$ cat config.mk
export PLATFORM = sky130hd
export DESIGN_NAME = uart_tx_buffered_flat
export DESIGN_NICKNAME = d
export VERILOG_FILES = /design/src/rtl/uart_tx_buffered_if.sv /design/src/rtl/uart_tx_buffered.sv /design/src/flat_wrapper.sv
export SDC_FILE = /design/constraint.sdc
export NUM_CORES = 1
export LEC_CHECK = 0
export ABC_AREA = 1
export BUFFER_PORTS_ARGS = -buffer_cell sky130_fd_sc_hd__buf_2
export CAP_MARGIN = 20
export CORE_UTILIZATION = 35
export DETAILED_ROUTE_END_ITERATION = 6
export PLACE_DENSITY = 0.61
export RECOVER_POWER = 25
export SLEW_MARGIN = 15
export SYNTH_ARGS = -nofsm -noshare
export SYNTH_HDL_FRONTEND = slang
export SYNTH_SLANG_ARGS = --single-unit
$ cat constraint.sdc
create_clock -name clock -period 4.7 [get_ports clock]
set_clock_uncertainty 0.1 [all_clocks]
set_input_delay 0.94 -clock clock [delete_from_list [all_inputs] [get_ports clock]]
set_output_delay 0.94 -clock clock [all_outputs]
set_load 0.02 [all_outputs]
$ cat src/rtl/uart_tx_buffered_if.sv
// Console byte-stream bundle between the core's output strobe and the buffered UART transmitter.
interface uart_tx_buffered_if #(
  parameter int ADDR_W = 4
);
  logic [8:0]      uart_in;
  logic            tx;
  logic            busy;
  logic [ADDR_W:0] fifo_count;
  logic            overflow;

  modport master (output uart_in, input tx, busy, fifo_count, overflow);
  modport slave  (input uart_in, output tx, busy, fifo_count, overflow);
endinterface

$ cat src/rtl/uart_tx_buffered.sv
// Buffered 8N1 UART transmitter fed by a never-stalling {valid, byte} console strobe.
// Optional even-parity bit between data and stop when UART_TX_PARITY_EN is defined.
module uart_tx_buffered #(
  parameter int CLKS_PER_BIT = 16,
  parameter int FIFO_DEPTH   = 16,
  parameter int ADDR_W       = 4
) (
  input  logic              clock,
  input  logic              reset_n,
  uart_tx_buffered_if.slave bus
);
  localparam int BAUD_W = $clog2(CLKS_PER_BIT);
  localparam logic [BAUD_W-1:0] BAUD_LAST  = BAUD_W'(CLKS_PER_BIT - 1);
  localparam logic [ADDR_W:0]   COUNT_FULL = (ADDR_W+1)'(FIFO_DEPTH);
  localparam logic [ADDR_W:0]   COUNT_ONE  = (ADDR_W+1)'(1);
  localparam logic [ADDR_W-1:0] PTR_ONE    = ADDR_W'(1);

`ifdef UART_TX_PARITY_EN
  typedef enum logic [2:0] {S_IDLE, S_START, S_DATA, S_PARITY, S_STOP} state_t;
`else
  typedef enum logic [1:0] {S_IDLE, S_START, S_DATA, S_STOP} state_t;
`endif

  state_t            state_q, state_d;
  logic [7:0]        mem_q [FIFO_DEPTH];
  logic [ADDR_W-1:0] wr_ptr_q, wr_ptr_d;
  logic [ADDR_W-1:0] rd_ptr_q, rd_ptr_d;
  logic [ADDR_W:0]   count_q, count_d;
  logic              overflow_q, overflow_d;
  logic [7:0]        shift_q, shift_d;
  logic [2:0]        bit_idx_q, bit_idx_d;
  logic [BAUD_W-1:0] baud_q, baud_d;
  logic              tx_q, tx_d;
`ifdef UART_TX_PARITY_EN
  logic              parity_q, parity_d;
`endif

  logic       strobe;
  logic       full;
  logic       pop;
  logic       push;
  logic       baud_last;
  logic [7:0] rd_data;

  assign strobe    = bus.uart_in[8];
  assign full      = (count_q == COUNT_FULL);
  // A push into an empty FIFO is never popped the same cycle: pop looks at the registered count.
  assign pop       = (state_q == S_IDLE) && (count_q != '0);
  assign push      = strobe && (!full || pop);
  assign baud_last = (baud_q == BAUD_LAST);
  assign rd_data   = mem_q[rd_ptr_q];

  always_comb begin
    state_d    = state_q;
    wr_ptr_d   = wr_ptr_q;
    rd_ptr_d   = rd_ptr_q;
    count_d    = count_q;
    overflow_d = overflow_q;
    shift_d    = shift_q;
    bit_idx_d  = bit_idx_q;
    baud_d     = baud_q;
`ifdef UART_TX_PARITY_EN
    parity_d   = parity_q;
`endif

    if (push) begin
      wr_ptr_d = wr_ptr_q + PTR_ONE;
    end
    if (strobe && full && !pop) begin
      overflow_d = 1'b1;
    end
    if (push && !pop) begin
      count_d = count_q + COUNT_ONE;
    end else if (pop && !push) begin
      count_d = count_q - COUNT_ONE;
    end

    case (state_q)
      S_IDLE: begin
        if (pop) begin
          shift_d  = rd_data;
          rd_ptr_d = rd_ptr_q + PTR_ONE;
          baud_d   = '0;
          state_d  = S_START;
`ifdef UART_TX_PARITY_EN
          parity_d = ^rd_data;
`endif
        end
      end
      S_START: begin
        if (baud_last) begin
          baud_d    = '0;
          bit_idx_d = '0;
          state_d   = S_DATA;
        end else begin
          baud_d = baud_q + 1'b1;
        end
      end
      S_DATA: begin
        if (baud_last) begin
          baud_d = '0;
          if (bit_idx_q == 3'd7) begin
`ifdef UART_TX_PARITY_EN
            state_d = S_PARITY;
`else
            state_d = S_STOP;
`endif
          end else begin
            shift_d   = {1'b0, shift_q[7:1]};
            bit_idx_d = bit_idx_q + 1'b1;
          end
        end else begin
          baud_d = baud_q + 1'b1;
        end
      end
`ifdef UART_TX_PARITY_EN
      S_PARITY: begin
        if (baud_last) begin
          baud_d  = '0;
          state_d = S_STOP;
        end else begin
          baud_d = baud_q + 1'b1;
        end
      end
`endif
      S_STOP: begin
        if (baud_last) begin
          baud_d  = '0;
          state_d = S_IDLE;
        end else begin
          baud_d = baud_q + 1'b1;
        end
      end
      default: state_d = S_IDLE;
    endcase

    // Line level follows the next state so tx is a clean flop aligned with the FSM.
    case (state_d)
      S_START:  tx_d = 1'b0;
      S_DATA:   tx_d = shift_d[0];
`ifdef UART_TX_PARITY_EN
      S_PARITY: tx_d = parity_d;
`endif
      default:  tx_d = 1'b1;
    endcase
  end

  always_ff @(posedge clock or negedge reset_n) begin
    if (!reset_n) begin
      state_q    <= S_IDLE;
      wr_ptr_q   <= '0;
      rd_ptr_q   <= '0;
      count_q    <= '0;
      overflow_q <= 1'b0;
      shift_q    <= '0;
      bit_idx_q  <= '0;
      baud_q     <= '0;
      tx_q       <= 1'b1;
`ifdef UART_TX_PARITY_EN
      parity_q   <= 1'b0;
`endif
    end else begin
      state_q    <= state_d;
      wr_ptr_q   <= wr_ptr_d;
      rd_ptr_q   <= rd_ptr_d;
      count_q    <= count_d;
      overflow_q <= overflow_d;
      shift_q    <= shift_d;
      bit_idx_q  <= bit_idx_d;
      baud_q     <= baud_d;
      tx_q       <= tx_d;
`ifdef UART_TX_PARITY_EN
      parity_q   <= parity_d;
`endif
    end
  end

  // Storage array carries no reset so it can map onto RAM.
  always_ff @(posedge clock) begin
    if (push) begin
      mem_q[wr_ptr_q] <= bus.uart_in[7:0];
    end
  end

  assign bus.tx         = tx_q;
  assign bus.busy       = (state_q != S_IDLE) || (count_q != '0);
  assign bus.fifo_count = count_q;
  assign bus.overflow   = overflow_q;
endmodule
$ cat src/flat_wrapper.sv
// flat-port wrapper written by rule: the top's interface ports become plain ports
module uart_tx_buffered_flat 
#(
  parameter int CLKS_PER_BIT = 16,
  parameter int FIFO_DEPTH   = 16,
  parameter int ADDR_W       = 4
)
  (clock, reset_n, bus_uart_in, bus_tx, bus_busy, bus_fifo_count, bus_overflow);
  uart_tx_buffered_if #(.ADDR_W(ADDR_W)) bus_i ();
  input  logic clock;
  input  logic reset_n;
  input wire logic [$bits(bus_i.uart_in)-1:0] bus_uart_in;
  output wire logic [$bits(bus_i.tx)-1:0] bus_tx;
  output wire logic [$bits(bus_i.busy)-1:0] bus_busy;
  output wire logic [$bits(bus_i.fifo_count)-1:0] bus_fifo_count;
  output wire logic [$bits(bus_i.overflow)-1:0] bus_overflow;
  assign bus_i.uart_in = bus_uart_in;
  assign bus_tx = bus_i.tx;
  assign bus_busy = bus_i.busy;
  assign bus_fifo_count = bus_i.fifo_count;
  assign bus_overflow = bus_i.overflow;
  uart_tx_buffered #(.CLKS_PER_BIT(CLKS_PER_BIT), .FIFO_DEPTH(FIFO_DEPTH), .ADDR_W(ADDR_W)) u_core (.clock(clock), .reset_n(reset_n), .bus(bus_i));
endmodule
==> summary.md, run 1 <==
| Metric | Value |
|---|---|
| Outcome | finished clean |
| Setup crit end kind | flop |
| CP Launch Type | flop |
| Post-synth EDFFs | 128 |
| DRC errors left | 0 |
| Row cnt | 50 |
| Fin. max-slew vios | 0 |
| Final Hold Viols | 0 |
| Hold WC Path Type | flop to flop |
| Mapped Cells | 589 |
| Mapped Area | 6790 um2 |
| Clk buf depth | 2 |
| LEAKAGE | 2.79 nW |
| Post-cts gate resize count | 0 |
| VDD IR-drop max | 519 uV |
| Worst path slowest cell | dfrtp_1 |
| Ys async rst share | 20.0% |
| Sequential area share after synthesis | 68.4% |
| Initial Util | 35.9% |
| Worst r2r src | u_core.state_q[1] |
| Place WS | 1.59 ns |
| DIE AREA | 20000 um2 |
| RD Place Congestion | 0.851 |
| Core Region | 18900 um2 |
| RSZ-0062 raised after global routing | false |
| Clock network latency to the later pin of the worst-skew pair | 0.42 ns |
| Hold Crit Start | u_core.bus.overflow |
| Routed wire length per instance | 16.4 um |
| Worst hold path stage count | 1 |
| Worst reg2reg endpoint | u_core.bus.fifo_count[4] |
| Detailed placer's ending HPWL | 9060 um |
| Seq cells post-synth | 160 |
| Sequential cell area | 4650 um2 |
| Net Count, Synth | 614 |
| Via density | 4.99 |
| Placed Area | 7070 um2 |
| CTS Hold Buffers Added | 0 |
| TritonCTS Sinks | 160 |
| Main synth FF type | edfxtp_1 |
| CTS tree | yes |
| First-pass GRT wire length | 22900 um |
| Largest net degree at the start of global routing | 67 |
| Post-Route WL | 14400 um |
| MaxCap Viol Count | 0 |
| CTS Root Cell | clkbuf_16 |
| Drt first pass iters | 5 |
| Area of the multi-input gates | 1850 um2 |
| Area Overhead vs Synth | 13.0% |
| R2R depth | 13 |
| Syn_area_per_cell | 11.5 um2 |
| Final Cycle Share | 61.4% |
| Initial antenna violation count | 0 |
| Least-Margin Pin Slew | 0.943 ns |
| CTS H-tree lvls | 4 |
| Cell Chain, Critical Path | nor2_1 -> nor3_1 -> nor2_2 -> ha_1 -> inv_1 -> ha_1 -> nand2_1 -> nor2_1 -> a211oi_1 -> nand2_1 -> nand2_1 -> nor2_1 -> xor2_1 |
| Req. time, crit path | 4.91 ns |
| F_max | 346 MHz |
| Largest stage delay on the critical path | 0.44 ns |
| Hold EP | u_core.bus.overflow |
| Setup Crit Path Kind | flop to flop |
| Post-route design area | 7680 um2 |
| Die Width | 141 um |
| Global Route Usage Sum | 15.6% |
| Die H | 141 um |
| CP arrival | 3.09 ns |
| ANT cells | 0 |
| Iteration-0 DRC Markers | 417 |
| Post-CTS Setup Bufs | 0 |
| Post-synth cell types | 35 |
| # setup viols final | 0 |
| Routed Antenna Nets | 0 |
| Total global routing overflow | 0 |
| Vias | 4367 |
| Setup WS post-layout | 1.81 ns |
| Filler instances | 1789 |
| CP max FO | 9 |
| Total clock buffers created by CTS | 17 |
| Yosys Warn Count | 0 |
| Fin crit period | 2.89 ns |
| Pwr dens | 629 nW/um2 |
| Clock slew at reported path FFs | 0.07 ns |
| I/O pin count | 19 |
| TNS Setup | 0 ns |
| Reg-to-reg slack, setup | 1.81 ns |
| Port Buffer Count | 18 |
| Layout cells sized above 1 | 9.25% |
| Worst slew margin | 37.1% |
| Layout Nets | 628 |
| Vias in the first global route | 4277 |
critical path: cells and delay by family (launching register included):
kind                       cells  cell delay, ns
AOI/OAI and AO/OA              1            0.29
DFF                            1            0.44
adders and majority gates      2            0.64
and+or+nand+nor                8            1.06
xor gates and xnor gates       1            0.13
buffers and inverters          1            0.11
final cells by class:
| class | instances | area share [%] |
|---|---|---|
| sequential | 160 | 60.5 |
| multi-input combinational | 367 | 24.1 |
| tap | 260 | 4.24 |
| clock inverter | 15 | 2.44 |
| clock buffer | 17 | 5.54 |
| timing repair buffer | 21 | 1.35 |
| inverter | 36 | 1.76 |
synthesized netlist by cell type (2+ instances only):
library cell / number / area [um2]
a21oi_1: 2 / 10.0
a22o_1: 2 / 17.5
buf_2: 7 / 35.0
buf_4: 4 / 30.0
buf_6: 5 / 56.3
clkbuf_1: 10 / 37.5
clkinv_1: 2 / 7.51
dfrtp_1: 31 / 776
edfxtp_1: 128 / 3840
ha_1: 13 / 163
inv_1: 32 / 120
inv_2: 2 / 7.51
nand2_1: 92 / 345
nand3_1: 30 / 150
nand4_1: 3 / 18.8
nor2_1: 93 / 349
nor2_2: 5 / 31.3
o211ai_1: 10 / 75.1
o21ai_0: 51 / 255
o21ai_1: 26 / 130
o221ai_1: 3 / 26.3
o22ai_1: 15 / 93.8
o31ai_1: 2 / 15.0
xor2_1: 10 / 87.6
where the power goes:
part           leakage, nW  switching, mW  internal, mW
clock network        0.301          0.611         0.812
logic                0.946           1.00         0.458
registers             1.54          0.168          1.78
total                 2.79           1.78          3.05
metal layers:
layer / GRT usage [%] / part of all wire [%] / up-vias
met5: 0 / 0 / -
met2: 24.8 / 48 / 141
met3: 4.62 / 7.3 / 20
met1: 20.0 / 44 / 2109
li1: - / - / 2097
met4: 5.89 / 1.7 / 0
cell usage in the layout (no fill, tap or decap), types with 5 or more instances in the layout:
cell type / n
buf_2: 11
clkbuf_1: 7
clkbuf_16: 17
dfrtp_1: 30
edfxtp_1: 128
ha_1: 13
inv_1: 32
inv_8: 6
nand2_1: 92
nand3_1: 30
nor2_1: 93
nor2_2: 5
o211ai_1: 10
o21ai_0: 51
o21ai_1: 26
o22ai_1: 15
xor2_1: 10
cells by family after synthesis:
kind of cell    after synthesis  synth area share, %
simple gates                226                 13.4
buf+inv                      62                 4.33
compound gates              116                 9.73
xor+xnor                     11                 1.42
fa+ha+maj                    14                 2.69
flops                       160                 68.4
per-stage QoR:
step / hold slack, ns / cells / utilization (%) / power (mW)
2_1_floorplan: 0.349 / 589 / - / 3.04
3_3_place_gp: 0.338 / 844 / 37.4 / 3.39
3_5_place_dp: 0.340 / 844 / 37.4 / 3.43
4_1_cts: 0.355 / 876 / 40.7 / 4.86
5_1_grt: 0.374 / 876 / 40.6 / 5.13
6_report: 0.348 / 876 / 40.6 / 4.83
state kept, by name, summed over array words and instances, names as in the netlist, 2 cells and up:
name,cells
u_core.baud_q,4
u_core.shift_q,8
u_core.mem_q,128
u_core.state_q,2
u_core.wr_ptr_q,4
u_core.rd_ptr_q,4
u_core.bus.fifo_count,5
u_core.bit_idx_q,3
worst max-delay path by stage:
stage	slack, ns	cells past startpoint	to	start
after detailed placement	1.59	13	u_core.bus.fifo_count[4]	bus_uart_in[8]
after floorplan	1.99	12	u_core.bus.fifo_count[4]	bus_uart_in[8]
after global routing	1.55	13	u_core.bus.fifo_count[4]	u_core.state_q[1]
final	1.81	13	u_core.bus.fifo_count[4]	u_core.state_q[1]
after CTS	1.84	13	u_core.bus.fifo_count[4]	u_core.state_q[1]
after global placement	1.66	13	u_core.bus.fifo_count[4]	bus_uart_in[8]
(Power assumes the default switching activity.)
==> run 2: changes to the inputs <==
ABC_AREA = 0   (was 1)
clock period = 2.7 ns   (was 4.7 ns; I/O delays follow)
==> run 2 against run 1 <==
Compared with the run above:
- first-iteration DRC count down 37%
- non-clock buffer count up 25
- global-route usage down 0.83 points
- critical endpoint unchanged
- largest power group unchanged
- highest routed layer unchanged
==> summary.md, run 2 <==
| Metric | Value |
|---|---|
| Outcome | finished clean |
| Pwr dens | 828 nW/um2 |
| Post-Route WL | 13300 um |
| Post-synth EDFFs | 128 |
| Routed wire length per instance | 19.0 um |
| ANT cells | 0 |
| Fin crit period | 2.63 ns |
| Placed cells | 657 |
| Setup Crit Path Kind | flop to flop |
| Global Route Usage Sum | 14.7% |
| Area Overhead vs Synth | 17.4% |
| Post-route design area | 7840 um2 |
| Die H | 140 um |
| Req. time, crit path | 2.93 ns |
| TritonCTS Sinks | 160 |
| Initial Util | 35.7% |
| Most frequent cells after synthesis | edfxtp_1, dfrtp_1, mux4_2, nand2_1, nor2_1 |
| CP Launch Type | flop |
| Port Buffer Count | 18 |
| Clock slew at reported path FFs | 0.06 ns |
| Post-Layout Cell Count | 696 |
| Share of the synthesized area in the top cell type | 57.6% |
| Largest area contributor in the netlist | edfxtp_1 |
| CTS H-tree lvls | 4 |
| Max reg flops | 128 |
| VDD IR-drop max | 572 uV |
| Net Count, Synth | 428 |
| Layout Nets | 474 |
| DRC errors left | 0 |
| Post-synth cell types | 48 |
| Placed Area | 7170 um2 |
| Hold WC Path Type | primary input to async pin |
| Setup crit end kind | flop |
| Layout cells sized above 1 | 26.4% |
| Mapped Cells | 403 |
| MaxCap Viol Count | 0 |
| Initial antenna violation count | 0 |
| Fin. max-slew vios | 0 |
| Sequential area share after synthesis | 69.6% |
| Top Family by Delay on Critical Path | adder cells |
| Syn_area_per_cell | 16.6 um2 |
| Least-Margin Pin Slew | 0.964 ns |
| Die Width | 140 um |
| Seq cells post-synth | 160 |
| DIE AREA | 19600 um2 |
| CTS tree | yes |
| Clk buf depth | 2 |
| Drt first pass iters | 4 |
| First-pass GRT wire length | 21100 um |
| Sum of buffers and inverters on the critical path | 1 |
| Top reg by flops | u_core.mem_q |
| Iteration-0 DRC Markers | 263 |
| Ys async rst share | 20.0% |
| Routed Antenna Nets | 0 |
| CP max FO | 3 |
| Most frequent cells in the layout | edfxtp_1, dfrtp_1, nand2_1, mux4_2, buf_4 |
| CP arrival | 2.86 ns |
| Largest net degree at the start of global routing | 36 |
| Clock network latency to the later pin of the worst-skew pair | 0.42 ns |
| Yosys Warn Count | 0 |
| CTS Root Cell | clkbuf_16 |
| LEAKAGE | 2.72 nW |
| Reg-to-reg slack, setup | 0.07 ns |
| I/O pin count | 19 |
| Synth top area cells | edfxtp_1, dfrtp_1, mux4_2 |
| Total clock buffers created by CTS | 17 |
| Via density | 5.13 |
| Final Cycle Share | 97.2% |
| Vias in the first global route | 3701 |
| Largest stage delay on the critical path | 0.57 ns |
| Main synth FF type | edfxtp_1 |
| Vias | 3573 |
| Cell Chain, Critical Path | or4_4 -> o31a_1 -> ha_4 -> fa_1 -> inv_1 -> a21o_1 -> a21oi_2 -> mux2i_1 -> xnor2_1 |
| Core Region | 18700 um2 |
| F_max | 381 MHz |
| Commonest non-fill, non-tap cell in the layout | edfxtp_1 |
| Worst path slowest cell | or4_4 |
| RD Place Congestion | 0.828 |
| Final Hold Viols | 0 |
| Final Power | 6.49 mW |
| Mapped Area | 6680 um2 |
| Most common cell in the netlist | edfxtp_1 |
| Row cnt | 50 |
| Worst slew margin | 35.5% |
| # setup viols final | 0 |
| Total global routing overflow | 0 |
| Detailed placer's ending HPWL | 8520 um |
==> run 2: cell types whose count changed after synthesis, sizes merged, moves of 12 or more <==
cell   before  now
nor2       98   23
nand2      92   28
o21ai      78   14
mux4        0   27
inv        34   10
nand3      30   14
o22ai      15    0
mux2i       0   13
mux2        0   12
==> run 2: cell families after synthesis <==
family | after synthesis | synth area share [%]
AO/OA/AOI/OAI | 48 | 4.63
XOR/XNOR | 11 | 1.44
adder cells (fa/ha/maj) | 14 | 2.74
buffers and inverters | 29 | 1.99
flip-flops | 160 | 69.6
multiplexers | 52 | 13.1
AND/OR/NAND/NOR | 89 | 6.52
==> run 2: where the power goes <==
group	switching (mW)	total [mW]	leakage [nW]	internal, mW
clock	0.938	2.49	0.303	1.55
combinational	0.557	0.924	0.871	0.367
sequential	0.129	3.08	1.55	2.95
==> run 2: what timing repair did <==
item / 4_1_cts / 5_1_grt
setup buffers: 0 / 7
setup endpoints to repair: 0 / 1
resized for setup: 0 / 2
hold buffers: 0 / 0
==> run 2: metrics by stage <==
step	worst slack (ns)	setup TNS, ns	util [%]	hold WS (ns)
global placement	0.0825	0	38.3	0.350
floorplan	-0.0406	-0.0406	-	0.144
CTS	0.0283	0	41.6	0.103
detailed placement	0.0418	0	38.3	0.354
finish	0.0743	0	41.9	0.0849
global route	-0.0184	-0.0184	41.9	0.134
==> run 2: worst register-to-register path, cell delays in order (launching register included) <==
cell	delay (ns)
dfrtp_2	0.40
or4_4	0.57
o31a_1	0.31
ha_4	0.20
fa_1	0.39
inv_1	0.09
a21o_1	0.13
a21oi_2	0.06
mux2i_1	0.17
xnor2_1	0.13
==> run 2: path summary, 6_finish.rpt <==
check                                         start                        to  cells past startpoint
min reg2reg                     u_core.bus.overflow       u_core.bus.overflow                      1
max reg2reg                u_core.bus.fifo_count[1]  u_core.bus.fifo_count[4]                      9
max                        u_core.bus.fifo_count[1]  u_core.bus.fifo_count[4]                      9
max in group asynchronous                   reset_n        u_core.rd_ptr_q[2]                      1
min                                         reset_n       u_core.bus.overflow                      1
min in group clock                   bus_uart_in[8]       u_core.bus.overflow                      2
==> run 2: final cells by class <==
type                            count  area (um2)
Inverter                           10        47.5
Clock buffer                       19         433
Multi-Input combinational cell    214        1930
Clock inverter                     13         184
Sequential cell                   160        4650
Tap cell                          234         293
Fill cell                        1650       10900
Timing Repair Buffer               46         305
==> run 2: metal layers <==
| metal | up-vias | share of wire [%] | track usage, % |
|---|---|---|---|
| met2 | 66 | 50 | 23.9 |
| met3 | 7 | 3.7 | 4.03 |
| met1 | 1844 | 46 | 19.6 |
| met4 | 0 | 0.80 | 3.93 |
| met5 | - | 0 | 0 |
| li1 | 1656 | - | - |
==> run 3: changes to the inputs <==
GPL_TIMING_DRIVEN = 0   (was not set)
==> run 3 against run 2 <==
Compared with the run above:
- the run now ends with setup timing left
- sequential power about the same
- combinational power up 4.7%
- clock power fell by 8.4%
- clock-buffer cell count fell by 2
- non-clock buffer count is the same
==> summary.md, run 3 (synthesis gave the netlist of run 2 again) <==
| Metric | Value |
|---|---|
| Outcome | finished, violations left |
| Failing checks | setup timing |
| Req. time, crit path | 2.95 ns |
| Drt first pass iters | 4 |
| Crit path to | u_core.bus.fifo_count[4] |
| CTS tree | yes |
| Initial antenna violation count | 0 |
| Die H | 140 um |
| Final Hold Viols | 0 |
| DIE AREA | 19600 um2 |
| Iteration-0 DRC Markers | 256 |
| Hold WS | 0.0762 ns |
| LEAKAGE | 2.67 nW |
| Reg-to-reg slack, setup | -0.003 ns |
| Initial Util | 35.7% |
| Pwr dens | 810 nW/um2 |
| TritonCTS Sinks | 160 |
| # setup viols final | 1 |
| ANT cells | 0 |
| Clock network latency to the later pin of the worst-skew pair | 0.43 ns |
| CTS Hold Buffers Added | 0 |
| Row cnt | 50 |
| F_max | 370 MHz |
| Vias | 3587 |
| CTS Root Cell | clkbuf_16 |
| Worst reg2reg endpoint | u_core.bus.fifo_count[4] |
| Setup Crit Path Kind | flop to flop |
| Top reg by flops | u_core.mem_q |
| Layout Nets | 474 |
| Clk buf depth | 2 |
| Core Util, Final | 41.6% |
| Placed Area | 7130 um2 |
| Commonest non-fill, non-tap cell in the layout | edfxtp_1 |
| Detailed placer's ending HPWL | 8580 um |
| CP arrival | 2.95 ns |
| Max reg flops | 128 |
| Final Cycle Share | 100% |
| Crit path from | u_core.bus.fifo_count[1] |
| Routed wire length per instance | 18.9 um |
| Hold WC Path Type | primary input to async pin |
| I/O pin count | 19 |
| Largest net degree at the start of global routing | 33 |
| CP Launch Type | flop |
| First-pass GRT wire length | 20800 um |
| Layout cells sized above 1 | 28.9% |
| Fin crit period | 2.70 ns |
| Vias in the first global route | 3687 |
| CTS H-tree lvls | 4 |
| Routed Antenna Nets | 0 |
| Clock slew at reported path FFs | 0.07 ns |
| Die Width | 140 um |
| Global Route Usage Sum | 14.6% |
| Final Power | 6.31 mW |
| Setup crit end kind | flop |
| Via density | 5.16 |
| MaxCap Viol Count | 0 |
| Placed cells | 657 |
| DRC errors left | 0 |
| Least-Margin Pin Slew | 1.01 ns |
| Worst slew margin | 32.2% |
| Post-Route WL | 13200 um |
| CP max FO | 7 |
| Area Overhead vs Synth | 16.7% |
| RSZ-0062 raised after global routing | true |
| Total global routing overflow | 0 |
| RD Place Congestion | 0.741 |
| Most frequent cells in the layout | edfxtp_1, dfrtp_1, nand2_1, mux4_2, buf_2 |
| Post-Layout Cell Count | 695 |
| Core Region | 18700 um2 |
| Setup WS post-layout | -0.00268 ns |
| Worst r2r src | u_core.bus.fifo_count[1] |
| Total clock buffers created by CTS | 17 |
| VDD IR-drop max | 592 uV |
| Post-route design area | 7790 um2 |
| R2R depth | 10 |
| Port Buffer Count | 18 |
| Fin. max-slew vios | 0 |
==> run 3: changes by cell type in the layout (fill, tap and decap cells not counted), moves of 3 or more <==
cell / before / now
nor2_2: 0 / 9
bufinv_16: 4 / 1
buf_2: 12 / 20
buf_1: 0 / 3
nor2_1: 20 / 11
nor3_2: 0 / 4
nor3_1: 7 / 2
buf_4: 27 / 11
clkbuf_1: 8 / 11
==> run 3: routing by layer <==
metal | vias to the layer above | global-route usage [%] | routed length (um)
met3 | 18 | 4.17 | 798
li1 | 1658 | - | -
met1 | 1802 | 19.3 | 5850
met5 | - | 0 | 0
met4 | 0 | 4.86 | 201
met2 | 109 | 23.0 | 6310
==> run 3: stage by stage <==
stage	setup TNS, ns	worst slack, ns
floorplan	-0.0406	-0.0406
global placement	-9.71	-0.359
detailed placement	-0.108	-0.108
CTS	-0.0269	-0.0269
global route	-0.166	-0.107
finish	-0.00268	-0.00268
==> run 3: worst min-delay path by stage <==
stage                                    from             endpoint  slack, ns  cells after the start
after CTS                             reset_n   u_core.wr_ptr_q[3]       0.08                      1
after floorplan                       reset_n     u_core.baud_q[0]       0.14                      0
after global placement    u_core.bus.overflow  u_core.bus.overflow       0.34                      1
final                                 reset_n   u_core.wr_ptr_q[3]       0.08                      1
after detailed placement  u_core.bus.overflow  u_core.bus.overflow       0.35                      1
after global routing                  reset_n   u_core.wr_ptr_q[3]       0.12                      1
==> run 3: layout make-up <==
type / instances / area (um2)
well taps: 234 / 293
inverters: 10 / 45.0
clock buffers: 17 / 425
plain buffers: 19 / 96.3
repair buffers: 27 / 150
fillers: 1662 / 10900
clock inverters: 14 / 131
multi-input cells: 214 / 2000
flip-flops and latches: 160 / 4650
==> run 3: timing repair <==
item / 4_1_cts / 5_1_grt
pin swaps: 7 / 2
resized for setup: 2 / 14
endpoints found under the setup margin: 2 / 91
setup buffers: 5 / 2
==> run 3: critical path: stages (launching register included) <==
cell and delay [ns]:
dfrtp_2 0.40, or4_4 0.57, o31a_1 0.32, buf_6 0.14, ha_4 0.17, inv_4 0.07
ha_4 0.19, a21o_1 0.16, a21oi_2 0.14, mux2i_1 0.22, xnor2_1 0.13
==> run 3: power breakdown <==
part           switching [mW]  internal (mW)  total, mW
logic                   0.606          0.361      0.967
clock network           0.996           1.28       2.28
registers               0.113           2.95       3.06
